### config.mk
export PLATFORM = sky130hd
export DESIGN_NAME = multiples_read_sequencer
export DESIGN_NICKNAME = d
export VERILOG_FILES = /design/src/rtl/multiples_read_sequencer.sv
export SDC_FILE = /design/constraint.sdc
export NUM_CORES = 1
export LEC_CHECK = 0
export ABC_AREA = 1
export CORE_ASPECT_RATIO = 0.5
export CORE_MARGIN = 2
export CORE_UTILIZATION = 57
export CTS_BUF_LIST = sky130_fd_sc_hd__clkbuf_4
export CTS_CLUSTER_SIZE = 24
export DETAILED_ROUTE_END_ITERATION = 6
export PLACE_DENSITY_LB_ADDON = 0.05
export SYNTH_ARGS = -nofsm -noshare
export SYNTH_HDL_FRONTEND = slang
export SYNTH_SLANG_ARGS = --single-unit
### constraint.sdc
create_clock -name clk -period 18 [get_ports clk]
set_input_delay 2.7 -clock clk [delete_from_list [all_inputs] [get_ports clk]]
set_output_delay 2.7 -clock clk [all_outputs]
set_load 0.01 [all_outputs]
### src/rtl/multiples_read_sequencer.sv
// Multiples-memory read sequencer.
// Walks word_count consecutive addresses from base_address, captures each
// combinational read word into a 2-entry buffer and streams the buffer out.
//
// Handshake (data_out/data_valid/data_ready): a word transfers on every rising
// edge where data_valid && data_ready. data_valid never drops and data_out never
// changes while a word is offered but not accepted. data_valid does not depend
// on data_ready.
module multiples_read_sequencer #(
    parameter int NO_OF_ROW_BY_VECTOR_MODULES = 4,
    parameter int COUNT_WIDTH                 = 17
) (
    input  logic                                      clk,
    input  logic                                      reset,
    input  logic                                      start,
    input  logic [31:0]                               base_address,
    input  logic [COUNT_WIDTH-1:0]                    word_count,
    output logic [31:0]                               multiples_read_address,
    input  logic [32*NO_OF_ROW_BY_VECTOR_MODULES-1:0] multiples_output,
    output logic [32*NO_OF_ROW_BY_VECTOR_MODULES-1:0] data_out,
    output logic                                      data_valid,
    input  logic                                      data_ready,
    output logic                                      busy,
    output logic                                      done,
    output logic [1:0]                                dbg_state
);

    localparam int DW = 32 * NO_OF_ROW_BY_VECTOR_MODULES;

    typedef enum logic [1:0] {
        S_IDLE  = 2'd0,
        S_RUN   = 2'd1,
        S_DRAIN = 2'd2,
        S_DONE  = 2'd3
    } state_t;

    state_t                 state_q, state_d;
    logic [31:0]            addr_q, addr_d;
    logic [COUNT_WIDTH-1:0] rem_q, rem_d;
    logic [1:0]             cnt_q, cnt_d;
    logic                   rd_ptr_q, rd_ptr_d;
    logic                   wr_ptr_q, wr_ptr_d;
    logic [DW-1:0]          buf_q [2];

    logic pop;
    logic push;

    // A pop frees a slot in the same cycle, so a full buffer can still accept
    // a new word while the head is being consumed (sustains 1 word/cycle).
    assign pop  = (cnt_q != 2'd0) && data_ready;
    assign push = (state_q == S_RUN) && (rem_q != '0) && ((cnt_q < 2'd2) || pop);

    // Next-state, address/remaining bookkeeping and buffer occupancy.
    always_comb begin
        state_d  = state_q;
        addr_d   = addr_q;
        rem_d    = rem_q;
        cnt_d    = cnt_q;
        rd_ptr_d = pop  ? ~rd_ptr_q : rd_ptr_q;
        wr_ptr_d = push ? ~wr_ptr_q : wr_ptr_q;

        case ({push, pop})
            2'b10:   cnt_d = cnt_q + 2'd1;
            2'b01:   cnt_d = cnt_q - 2'd1;
            default: cnt_d = cnt_q;
        endcase

        case (state_q)
            S_IDLE: begin
                if (start) begin
                    addr_d  = base_address;
                    rem_d   = word_count;
                    state_d = (word_count != '0) ? S_RUN : S_DONE;
                end
            end
            S_RUN: begin
                if (push) begin
                    addr_d = addr_q + 32'd1;
                    rem_d  = rem_q - COUNT_WIDTH'(1);
                    if (rem_q == COUNT_WIDTH'(1)) begin
                        state_d = S_DRAIN;
                    end
                end
            end
            S_DRAIN: begin
                if (cnt_d == 2'd0) begin
                    state_d = S_DONE;
                end
            end
            S_DONE: begin
                state_d = S_IDLE;
            end
            default: begin
                state_d = S_IDLE;
            end
        endcase
    end

    // Control state registers; reset abandons any burst in flight.
    always_ff @(posedge clk or posedge reset) begin
        if (reset) begin
            state_q  <= S_IDLE;
            addr_q   <= 32'd0;
            rem_q    <= '0;
            cnt_q    <= 2'd0;
            rd_ptr_q <= 1'b0;
            wr_ptr_q <= 1'b0;
        end else begin
            state_q  <= state_d;
            addr_q   <= addr_d;
            rem_q    <= rem_d;
            cnt_q    <= cnt_d;
            rd_ptr_q <= rd_ptr_d;
            wr_ptr_q <= wr_ptr_d;
        end
    end

    // Word buffer: capture the memory word addressed this cycle on a push.
    always_ff @(posedge clk or posedge reset) begin
        if (reset) begin
            for (int i = 0; i < 2; i++) begin
                buf_q[i] <= '0;
            end
        end else if (push) begin
            buf_q[wr_ptr_q] <= multiples_output;
        end
    end

    assign multiples_read_address = addr_q;
    assign data_out               = buf_q[rd_ptr_q];
    assign data_valid             = (cnt_q != 2'd0);
    assign busy                   = (state_q == S_RUN) || (state_q == S_DRAIN);
    assign done                   = (state_q == S_DONE);
    assign dbg_state              = state_q;

endmodule

Yosys cells after proc, flatten, opt, wreduce, memory -nomap -nowiden. Cells that the tools add are included.

Logic and storage cells: 63. Register bits: 311. Input bits: 181.

Order comparisons: 4. Reductions and logical operators: 14. Eq/ne operators: 10. Add/sub/neg operators: 4. Mux-type cells: 19. Bitwise logic cells: 4.

Operators with widths (count): $mux 128 (4); $bwmux 256 (1); $demux 128 s1 (1); $mux 32 (2); $pmux 32 s2 (1); $mux 17 (2); $pmux 17 s2 (1); $reduce_bool 17->1 (2); $add 32x1->32 const B (1); $eq 17x1->1 const B (1); $sub 17x1->17 const B (1); $mux 2 (5); $pmux 2 s4 (1); $eq 2x2->1 const B (3); $ne 2x2->1 const B (3); $eq 2x1->1 const B (2); $ge 2x2->1 const B (2); $logic_and 1x1->1 (4); $logic_not 2->1 (2); $not 1->2 (2); $pmux 2 s2 (1); $reduce_and 4->1 (1); $reduce_bool 2->1 (2); $reduce_and 3->1 (1); 7 further kinds (9).

Logic depth before layout (Yosys ltp). Gate-level depths: netlist (run 1).

Depth after elaboration: 9. Mapped depth: 20. Mapped depth without buffers: 18.

Worst setup path after synthesis (run 1). No wires, ideal clock.

Kind: input-to-reg. From: in data_ready. To: reg state_q[0] (netlist: dbg_state[0]). Required time: 17883 ps. Library setup time: 117 ps. Data arrival time: 4217 ps. Setup slack: 13666 ps. Stages on the path: 14. Cells stage by stage: nand2_2 -> a21oi_2 -> nand2_4 -> buf_2 -> buf_2 -> ha_1 -> xor2_1 -> nand3_1 -> nand2_1 -> nand2_1 -> inv_1 -> nand2_1 -> nand2_1 -> nand2_1.

Longest elaborated chain between the ends: 8.

Ends and longest elaborated chain: start, declared (line 22) `input logic data_ready,`; $logic_and 1x1->1 (*) (line 50) `assign pop = (cnt_q != 2'd0) && data_ready;`; $logic_or 1x1->1 (line 51) `assign push = (state_q == S_RUN) && (rem_q != '0) && ((cnt_q < 2'd2) || pop);`; $logic_and 1x1->1 (line 51); $eq 2x1->1 / $eq 2x2->1 (equally long branches) (line 62) `case ({push, pop})`; $pmux 2 s2 (line 62); $logic_not 2->1 (line 86) `if (cnt_d == 2'd0) begin`; $ne 2x2->1 (no line); $reduce_and 4->1 (no line) (*); end signal, assigned (line 109) `state_q <= state_d;`; end, declared (line 37) `state_t state_q, state_d;`.

Mark *: on every way between the ends. The rest lies on a longest branch, timed or not. A chain may end at the register's enable or synchronous reset.

Worst setup path after layout (run 1).
From: reg rd_ptr_q. To: out data_out[24].

Longest elaborated chain between the ends: 4.

Ends and longest elaborated chain: start, declared (line 41) `logic rd_ptr_q, rd_ptr_d;`; start signal, assigned (line 113) `rd_ptr_q <= rd_ptr_d;`; $not 1->2 (not written as such) (line 130) `assign data_out = buf_q[rd_ptr_q];`; $mux 128 (not written as such) (3 in a row) (line 130); end, declared (line 20) `output logic [32*NO_OF_ROW_BY_VECTOR_MODULES-1:0] data_out,`.

No other way between the ends. The select of a mux whose other input is x is not followed.

==> results of run 1 <==
## how the worst max path moves through the flow
stage | end | depth (start not counted)
after floorplan | buf_q[0]$_DFFE_PP0P_ | 1
after global placement | buf_q[235]$_DFFE_PP0P_ | 8
after detailed placement | buf_q[239]$_DFFE_PP0P_ | 8
after CTS | data_out[7] | 3
after global routing | data_out[24] | 3
final | data_out[24] | 3
## state kept, by name (all words and copies together) (netlist names)
signal                  cells
rem_q                      17
rd_ptr_q                    1
dbg_state                   2
buf_q                     256
wr_ptr_q                    1
cnt_q                       2
multiples_read_address     32
## report_power, final
group	internal, mW	switching, mW	leakage [nW]
Sequential	1.04	0.203	3.86
Clock	0.288	0.290	0.539
Combinational	0.770	1.08	5.11
Total	2.10	1.58	9.51
## cells in the mapped netlist
library cell / count / area [µm²]
buf_1: 9 / 33.8
nor3_1: 2 / 10.0
inv_1: 188 / 706
nand2_2: 4 / 25.0
buf_4: 5 / 37.5
nor4_1: 3 / 18.8
nand3_1: 56 / 280
o31ai_1: 2 / 15.0
nor2_1: 77 / 289
buf_2: 51 / 255
nand3b_1: 2 / 15.0
nand4_1: 4 / 25.0
a21oi_1: 4 / 20.0
clkbuf_2: 9 / 45.0
a22oi_1: 1 / 7.51
buf_6: 5 / 56.3
inv_2: 3 / 11.3
a21o_1: 1 / 7.51
o21ai_0: 398 / 1990
nand2_1: 885 / 3320
a21oi_2: 1 / 8.76
a21boi_0: 2 / 15.0
mux2i_1: 2 / 20.0
clkbuf_1: 40 / 150
dfrtp_1: 311 / 7780
nand3_2: 1 / 10.0
nor2_2: 1 / 6.26
xnor2_1: 2 / 17.5
xor2_1: 2 / 17.5
ha_1: 10 / 125
nor2_4: 4 / 45.0
or2_2: 13 / 81.3
nand2_4: 1 / 11.3
a2bb2oi_1: 1 / 8.76
o21bai_1: 4 / 30.0
## cell families (layout without fill, tap and decap cells)
family / after synthesis / after routing / share of synthesized area
other: 0 / 3 / 0
DFF: 311 / 311 / 0.502
buffers and inverters: 310 / 675 / 0.0835
AOI/OAI and AO/OA: 414 / 414 / 0.136
and+or+nand+nor: 1053 / 1053 / 0.267
muxes: 2 / 2 / 0.00129
adders and majority gates: 10 / 10 / 0.00807
xor gates and xnor gates: 4 / 4 / 0.00226
## layout make-up
cell class	count	area (µm²)
Sequential cell	311	7790
Fill cell	2136	6740
Multi-Input combinational cell	1483	6430
Timing Repair Buffer	359	3560
Clock buffer	101	758
Inverter	191	726
Tap cell	352	440
Clock inverter	24	149
Antenna cell	3	7.51
## layer usage
metal	up-vias	global-route usage	part of all wire
met4	0	0.129	0.034
met5	-	0	0
met3	97	0.0674	0.070
met1	6948	0.399	0.42
li1	7250	-	-
met2	503	0.485	0.47
## critical path, stage by stage (launching register included)
cell	delay [ns]
dfrtp_4	0.77
buf_4	0.92
o21ai_0	0.38
clkdlybuf4s50_1	0.56
==> flow_summary.ini, run 1 <==
[detailed_routing]
drt_iter0_markers = 1436
drc = 0
drt-vias-per-instance = 5.24
drtAntennaViolNets = 0
first_pass_iters = 5
routed_wl_mm = 42.9
wire_per_inst_um = 15.2
num_vias = 14800

[sta]
worst_slack_ns = 11.87
final_max_slew_viol_count = 0
tightest_slew_ns = 1.14
final.setup.tns_ns = 0
relSlewSlack = 0.239
hold_slack_ns = 0.499
finalHoldViolCount = 0
fmax_ghz = 0.163
post-route-min-period_ns = 6.13
clock_skew_ns = 0.0325
rsz0062_at_grt = no
period_share = 0.341
setup_violations = 0

[place]
dpl_cell_area_um2 = 18900
gp_congestion = 0.892
dp_slack_ns = 11.45
dp.cells = 2696
port_buffers = 345
place_hpwl_mm = 27.8

[cells_and_area]
final_common_cell = nand2_1
layout_common_cells = nand2_1, o21ai_0, clkdlybuf4s50_1
nets = 2609
final_core_util = 0.747
design_area_um2 = 19900
fin_cells = 2824
layout-drive-gt1-share = 0.0620
syn_to_final_growth_pct = 28.1

[grt]
grt_usage = 0.302
grt_overflow_total = 0
grt_max_degree = 121
antenna_found_initial = 4
grt_pass1_wl_mm = 69.0
grt_pass1_vias = 13800

[worst_setup_path]
crit_path_end_kind = output pin
reg2reg_slack_ns = 13.45
criticalPathCategory = reg2out
crit_fanout = 120
critical_path.startpoint = rd_ptr_q$_DFFE_PP0P_
rr_endpoint = buf_q[239]$_DFFE_PP0P_
cp-start-kind = flip-flop
cp.arrival_ns = 3.43
worstPathRequired_ns = 15.30
r2r-start = dbg_state[1]$_DFFE_PP0P_
reg2regPathDepth = 10

[clock_tree]
cts_made_buffers = 72
clock_path_buffers = 3
clk_latency_ns = 0.75
cts_tree = yes
clk_pin_slew_worst_paths_ns = 0.07
cts_resized = 0
post_cts_buffers = 0
cts_htree_levels = 3
cts.sinks = 311
root_buffer = clkbuf_4
cts-hold-fix-buffers = 0

[die]
placeableCoreArea_um2 = 26600
die-height_um = 121
dieArea_um2 = 28600
num_rows = 42
ioPinCount = 346
dieWidth_um = 237
start_util = 0.583

[job]
cap_violations = 0

[power]
powerDensity_nw_per_um2 = 185
peakVddDrop_mv = 0.0942
power_mw = 3.68
leakagePower_nw = 9.51

[run_status]
status = finished, final reports clean

[yosys]
synth_warnings = 0
synth-seq-cells = 311
syn-cell-area_um2 = 15500
syn_inst = 2104
ys_seq_area_frac = 0.502
syn_area_per_cell_um2 = 7.37
ys_types = 35
synth.net_count = 2295

[hold_path]
hold_path_end = buf_q[45]$_DFFE_PP0P_
holdCritStartpoint = buf_q[45]$_DFFE_PP0P_
hp-class = reg2reg
whs_path_depth = 2
No activity file was read; power rests on OpenSTA's default activity.
==> run 2: changes to the inputs <==
CORE_UTILIZATION = 53   (was 57)
clock period = 6.1 ns   (was 18 ns; I/O delays follow)
==> flow_summary.ini, run 2 (same netlist as run 1, synthesis figures left out) <==
[die]
placeableCoreArea_um2 = 28900
dieArea_um2 = 30700
ioPinCount = 346
dieWidth_um = 246
num_rows = 44
start_util = 0.536
die-height_um = 125

[sta]
finalHoldViolCount = 0
worst_slack_ns = 1.80
final.setup.tns_ns = 0
post-route-min-period_ns = 4.30
clock_skew_ns = 0.0341
final_max_slew_viol_count = 0
relSlewSlack = 0.265
tightest_slew_ns = 1.10
rsz0062_at_grt = no
fmax_ghz = 0.233
setup_violations = 0
period_share = 0.705

[place]
dpl_cell_area_um2 = 19000
dp_slack_ns = 2.51
dp.cells = 2735
gp_congestion = 0.892
port_buffers = 345
place_hpwl_mm = 26.8

[detailed_routing]
num_vias = 14500
drt-vias-per-instance = 5.05
wire_per_inst_um = 14.8
routed_wl_mm = 42.4
drc = 0
drt_iter0_markers = 1181
first_pass_iters = 5
drtAntennaViolNets = 0

[hold_path]
hp-class = in2async

[job]
cap_violations = 0

[clock_tree]
cts_htree_levels = 3
cts_tree = yes
cts_resized = 0
cts-hold-fix-buffers = 0
cts_made_buffers = 74
clk_latency_ns = 0.77
root_buffer = clkbuf_4
post_cts_buffers = 0
cts.sinks = 311
clk_pin_slew_worst_paths_ns = 0.08
clock_path_buffers = 3

[cells_and_area]
syn_to_final_growth_pct = 28.6
fin_cells = 2868
nets = 2611
fillers = 2562
layout-drive-gt1-share = 0.0643
largest_register = buf_q
final_core_util = 0.690
final_common_cell = nand2_1
design_area_um2 = 19900
largest_register_ffs = 256
layout_common_cells = nand2_1, o21ai_0, clkdlybuf4s50_1

[worst_setup_path]
cp.arrival_ns = 3.38
criticalPathCategory = reg2out
cp-start-kind = flip-flop
crit_path_end_kind = output pin
worstPathRequired_ns = 5.18
crit_fanout = 101

[run_status]
status = finished, final reports clean

[grt]
grt_pass1_vias = 13800
grt_usage = 0.278
grt_max_degree = 257
antenna_found_initial = 5
grt_pass1_wl_mm = 69.0
grt_overflow_total = 0

[power]
powerDensity_nw_per_um2 = 542
peakVddDrop_mv = 0.343
leakagePower_nw = 9.51
[run 2: cell count changes in the layout (fill, tap and decap cells not counted), sizes merged]
cell / before / now
bufinv: 2 / 0
clkbuf: 101 / 108
clkinv: 19 / 16
clkinvlp: 1 / 3
diode: 3 / 5
inv: 193 / 192
[run 2: cell type report]
cell class | instances | area, µm² | area share
Timing Repair Buffer | 359 | 3600 | 0.180
Inverter | 191 | 722 | 0.0362
Antenna cell | 5 | 12.5 | 0.000628
Multi-Input combinational cell | 1483 | 6430 | 0.323
Clock buffer | 108 | 811 | 0.0407
Clock inverter | 20 | 85.1 | 0.00427
Sequential cell | 311 | 7790 | 0.391
Tap cell | 391 | 489 | 0.0245
[run 2: power breakdown]
part | total [mW] | internal, mW | switching [mW]
Combinational | 5.42 | 2.28 | 3.13
Clock | 1.68 | 0.813 | 0.870
Sequential | 3.70 | 3.07 | 0.631
Total | 10.8 | 6.16 | 4.63
[run 2: worst paths after layout]
path	start	to	slack (ns)	cells past startpoint
min reg2reg	buf_q[50]$_DFFE_PP0P_	buf_q[50]$_DFFE_PP0P_	0.50	2
max in group asynchronous	reset	multiples_read_address[12]$_DFFE_PP0P_	4.03	4
min in group clk	buf_q[50]$_DFFE_PP0P_	buf_q[50]$_DFFE_PP0P_	0.50	2
max	rd_ptr_q$_DFFE_PP0P_	data_out[37]	1.80	4
min	reset	rem_q[16]$_DFFE_PP0P_	0.44	2
max reg2reg	dbg_state[1]$_DFFE_PP0P_	buf_q[135]$_DFFE_PP0P_	2.66	9
[run 2: stage by stage]
stage | power (mW) | hold slack (ns)
finish | 10.8 | 0.437
global route | 11.8 | 0.385
CTS | 10.9 | 0.376
detailed placement | 9.17 | 0.487
global placement | 9.02 | 0.479
floorplan | 6.85 | 0.464
[run 2: layer usage]
metal,vias up,wire length [µm],GRT usage
li1,7260,-,-
met1,6738,18700,0.369
met2,414,20200,0.453
met3,79,2390,0.0644
met4,0,1110,0.0966
met5,-,0,0
[run 2: critical path, cell delays in order (launching register included)]
cell	delay [ns]
dfrtp_4	1.04
buf_4	0.62
nand2_1	0.08
o21ai_0	0.18
clkdlybuf4s50_1	0.62
==> run 3: changes to the inputs <==
CORE_UTILIZATION = 48   (was 53)
clock period = 3.75 ns   (was 6.1 ns; I/O delays follow)
==> flow_summary.ini, run 3 (same netlist as run 1, synthesis figures left out) <==
[sta]
fmax_ghz = 0.310
rsz0062_at_grt = no
clock_skew_ns = 0.0434
post-route-min-period_ns = 3.23
hold_slack_ns = 0.384
tightest_slew_ns = 1.10
final_max_slew_viol_count = 0
period_share = 0.861
relSlewSlack = 0.266
setup_violations = 0
finalHoldViolCount = 0
final.setup.tns_ns = 0

[worst_setup_path]
cp.arrival_ns = 2.67
reg2regPathDepth = 9
worstPathRequired_ns = 3.19
cp-start-kind = flip-flop
crit_fanout = 98
crit_path_end_kind = output pin
r2r-start = dbg_state[1]$_DFFE_PP0P_
critical_path.startpoint = rd_ptr_q$_DFFE_PP0P_
criticalPathCategory = reg2out

[hold_path]
hp-class = in2async

[power]
cell_internal_pwr_mw = 10.2
powerDensity_nw_per_um2 = 881
p_clk_frac = 0.158
power.switching_mw = 7.57
leakagePower_nw = 9.59
comb_power_share = 0.509
p_sw_frac = 0.426
seq_power_share = 0.333
peakVddDrop_mv = 0.564

[grt]
grt_pass1_vias = 13500
antenna_found_initial = 1
grt_max_degree = 141
grt_pass1_wl_mm = 69.3
grt_overflow_total = 0
grt_usage = 0.256

[cells_and_area]
multi_input_area_um2 = 6430
syn_to_final_growth_pct = 30.1
layout-drive-gt1-share = 0.0677
largest_register_ffs = 256
largest_register = buf_q
nets = 2618
fillers = 2935
layout_common_cells = nand2_1, o21ai_0, clkdlybuf4s50_1
final_core_util = 0.636
final_common_cell = nand2_1
ff_latch_area_um2 = 7790

[clock_tree]
clock_path_buffers = 3
cts_htree_levels = 3
cts_resized = 0
clk_pin_slew_worst_paths_ns = 0.08
clk_latency_ns = 0.74
root_buffer = clkbuf_4
post_cts_buffers = 0
cts.sinks = 311
cts_made_buffers = 73
cts_tree = yes
cts-hold-fix-buffers = 0

[detailed_routing]
drtAntennaViolNets = 0
routed_wl_mm = 43.5
num_vias = 14500
drc = 0
first_pass_iters = 5
drt_iter0_markers = 1202
drt-vias-per-instance = 4.97
wire_per_inst_um = 14.9

[die]
placeableCoreArea_um2 = 31700
start_util = 0.489
die-height_um = 131
dieArea_um2 = 33800
dieWidth_um = 258
ioPinCount = 346
num_rows = 46

[place]
port_buffers = 345
place_hpwl_mm = 28.0
gp_congestion = 0.855

[run_status]
status = finished, final reports clean

[job]
cap_violations = 0
[run 3: worst max-delay path, stage by stage, from the launching register on]
cell and delay (ns):
dfrtp_4 0.62, buf_12 0.26, o21ai_0 0.39, clkdlybuf4s50_1 0.61
[run 3: final timing paths]
check,endpoint,slack (ns)
max in group asynchronous,buf_q[178]$_DFFE_PP0P_,2.45
min in group clk,buf_q[110]$_DFFE_PP0P_,0.39
worst max-delay path,data_out[94],0.52
worst min-delay path,buf_q[189]$_DFFE_PP0P_,0.38
worst max register to register,multiples_read_address[9]$_DFFE_PP0P_,1.37
worst min register to register,buf_q[56]$_DFFE_PP0P_,0.50
[run 3: area by class of cell]
cell class                      count  area share
Clock inverter                     17     0.00484
Multi-Input combinational cell   1483       0.319
Timing Repair Buffer              367       0.186
Antenna cell                        1    0.000124
Clock buffer                      111      0.0413
Tap cell                          432      0.0268
Inverter                          191      0.0358
Sequential cell                   311       0.386
[run 3: through the flow]
step | power, mW | setup slack (ns) | instances | instance area [µm²]
after floorplan | 11.1 | -0.953 | 2104 | 15500
after global placement | 14.8 | 1.16 | 2784 | 19200
after detailed placement | 15.0 | 1.10 | 2784 | 19200
after CTS | 17.9 | 0.441 | 2912 | 20200
after global routing | 19.3 | 0.292 | 2913 | 20200
final | 17.8 | 0.520 | 2913 | 20200
[run 3: power groups by stage]
stage | clock network [mW] | registers, mW | logic, mW
global route | 3.07 | 6.12 | 10.1
global placement | 0 | 5.91 | 8.92
CTS | 2.89 | 5.91 | 9.12
finish | 2.82 | 5.91 | 9.04
detailed placement | 0 | 5.96 | 9.08
floorplan | 0 | 5.77 | 5.37
[run 3: metal layers]
layer	vias up	track usage	share of wire
met4	0	0.0860	0.019
met1	6798	0.339	0.44
li1	7256	-	-
met3	68	0.0531	0.048
met2	355	0.426	0.49
met5	-	0	0
==> patch (flow settings as in run 3) <==
Put one more register stage on the output `dbg_state`, cleared by the reset. The value now appears one clock later. The other outputs are not delayed to match.
--- a/src/rtl/multiples_read_sequencer.sv
+++ b/src/rtl/multiples_read_sequencer.sv
@@ -133,3 +133,9 @@
     assign done                   = (state_q == S_DONE);
-    assign dbg_state              = state_q;
+    always_ff @(posedge clk or posedge reset) begin
+        if (reset) begin
+            dbg_state <= '0;
+        end else begin
+            dbg_state <= state_q;
+        end
+    end
 
Formal check against the unedited RTL: not equivalent (Yosys sat finds a counterexample within 4 cycles, from zero or initial values and one cycle with reset high).
==> patch against run 3 <==
- first-iteration DRC count shrank 8.2%
- total power grew 1.2%
- worst setup slack lost 0.021 ns
- synthesized cell count shrank 0.52%
- routed wire length fell by 1.6%
- sequential cell count up 2
- synthesized area is essentially flat
- design area grew 0.14%
- critical endpoint is now data_out[31]
==> patch: results <==
group,metric,value,unit
layout,drive_above_1_share,6.94,%
drt,drtIter0Drc,1104,
layout,multi_input_cells,1482,
clock_tree,post_cts_buffers,0,
sta,slew_headroom,40.2,%
synthesis,synth_seq_cells,313,
synthesis,yosysUniqueCellTypes,33,
setup_path,cp_max_fo,50,
layout,buffers_excl_clock,369,
setup_path,cpPeakStageDelay,0.64,ns
synthesis,ys_seq_area_share,50.6,%
grt,grt_pass1_vias,13600,
grt,grt_pass1_wl,68100,um
drt,avgRoutedWirePerCell,14.8,um
layout,multi_input_area,6450,um2
layout,clkbuf_count,107,
status,status,"completed",
clock_tree,cts_buffer_depth,3,
synthesis,synth_nets,2284,
sta,clock_skew,0.0289,ns
layout,nNetsFinal,2614,
setup_path,r2r_end,"multiples_read_address[1]",
synthesis,ys_top_cells_by_count,"nand2_1 (882), dfrtp_1 (313), o21ai_0 (272)",
drt,routed_wl,42800,um
setup_path,rr_startpoint,"state_q[1]",
layout,fillers,2946,
setup_path,critical_path_arrival,2.69,ns
layout,n_all_inverters,181,
layout,final-clk-cell-share,4.45,%
synthesis,synth_area_leaders,"dfrtp_1 (51%), nand2_1 (21%), o21ai_0 (8.8%)",
placed_design,placedCellCount,2777,
clock_tree,cts_inserted_buffers,76,
pwr,total_leakage_power,9.64,nW
setup_path,r2r_setup_slack,1.09,ns
layout,num_antenna_cells,4,
drt,firstDrtPassIters,7,
synthesis,avgSynthCellArea,7.40,um2
pwr,sequentialPower,5.95,mW
clock_tree,cts_resized,0,
layout,seq_area_share,38.8,%
grt,grt_antenna_before_repair,3,
setup_path,ff2ff_path_depth,10,
placed_design,place.gp.congestion,0.872,
layout,buf_share,18.7,%
clock_tree,clk_latency,0.74,ns
grt,grt_use_total,25.2,%
pwr,vdd_ir_drop_max,0.341,mV
pwr,p_int,10.4,mW
grt,grt_start_max_net_pins,169,
drt,num_vias,14400,
placed_design,post-dp-hpwl,28100,um
[patch: cell count changes in the layout (fill, tap and decap cells not counted), moves of 4 or more]
cell	run 3	this run
o21ai_1	0	124
inv_1	186	177
clkinv_1	13	5
clkbuf_4	111	107
o21ai_0	398	272
a21o_1	1	5
[patch: kinds of logic (layout without fill, tap and decap cells)]
group                    count (synthesis)  after routing  share of synthesized area [%]
flip-flops                             313            313                           50.6
other                                    0              4                              0
buffers and inverters                  298            668                           7.84
AND/OR/NAND/NOR                       1052           1052                           26.8
XOR/XNOR                                 6              6                          0.339
AO/OA/AOI/OAI                          412            412                           13.5
adder cells (fa/ha/maj)                 10             10                          0.808
multiplexers                             2              2                          0.129
[patch: worst max path at each step]
stage / to / slack (ns) / cells after the start
floorplan: buf_q[0] / -0.98 / 1
detailed placement: multiples_read_address[8] / 0.97 / 9
global placement: multiples_read_address[1] / 1.06 / 9
CTS: data_out[115] / 0.40 / 4
finish: data_out[31] / 0.50 / 4
global route: data_out[31] / 0.30 / 4
[patch: per-layer routing]
layer	global-route usage, %	routed length [um]	up-vias	part of all wire [%]
li1	-	-	7237	-
met1	32.8	18800	6703	44
met2	41.9	20800	339	49
met3	5.21	2040	82	4.8
met4	10.3	1160	0	2.7
met5	0	0	-	0
[patch: metrics by stage]
| stage | power, mW | hold WS [ns] | setup WS, ns | instance area, um2 |
|---|---|---|---|---|
| CTS | 18.2 | 0.250 | 0.399 | 20200 |
| global route | 19.6 | 0.301 | 0.299 | 20200 |
| finish | 18.0 | 0.297 | 0.499 | 20200 |
| detailed placement | 15.3 | 0.434 | 0.965 | 19300 |
| global placement | 15.1 | 0.413 | 1.06 | 19300 |
| floorplan | 11.3 | 0.401 | -0.981 | 15500 |
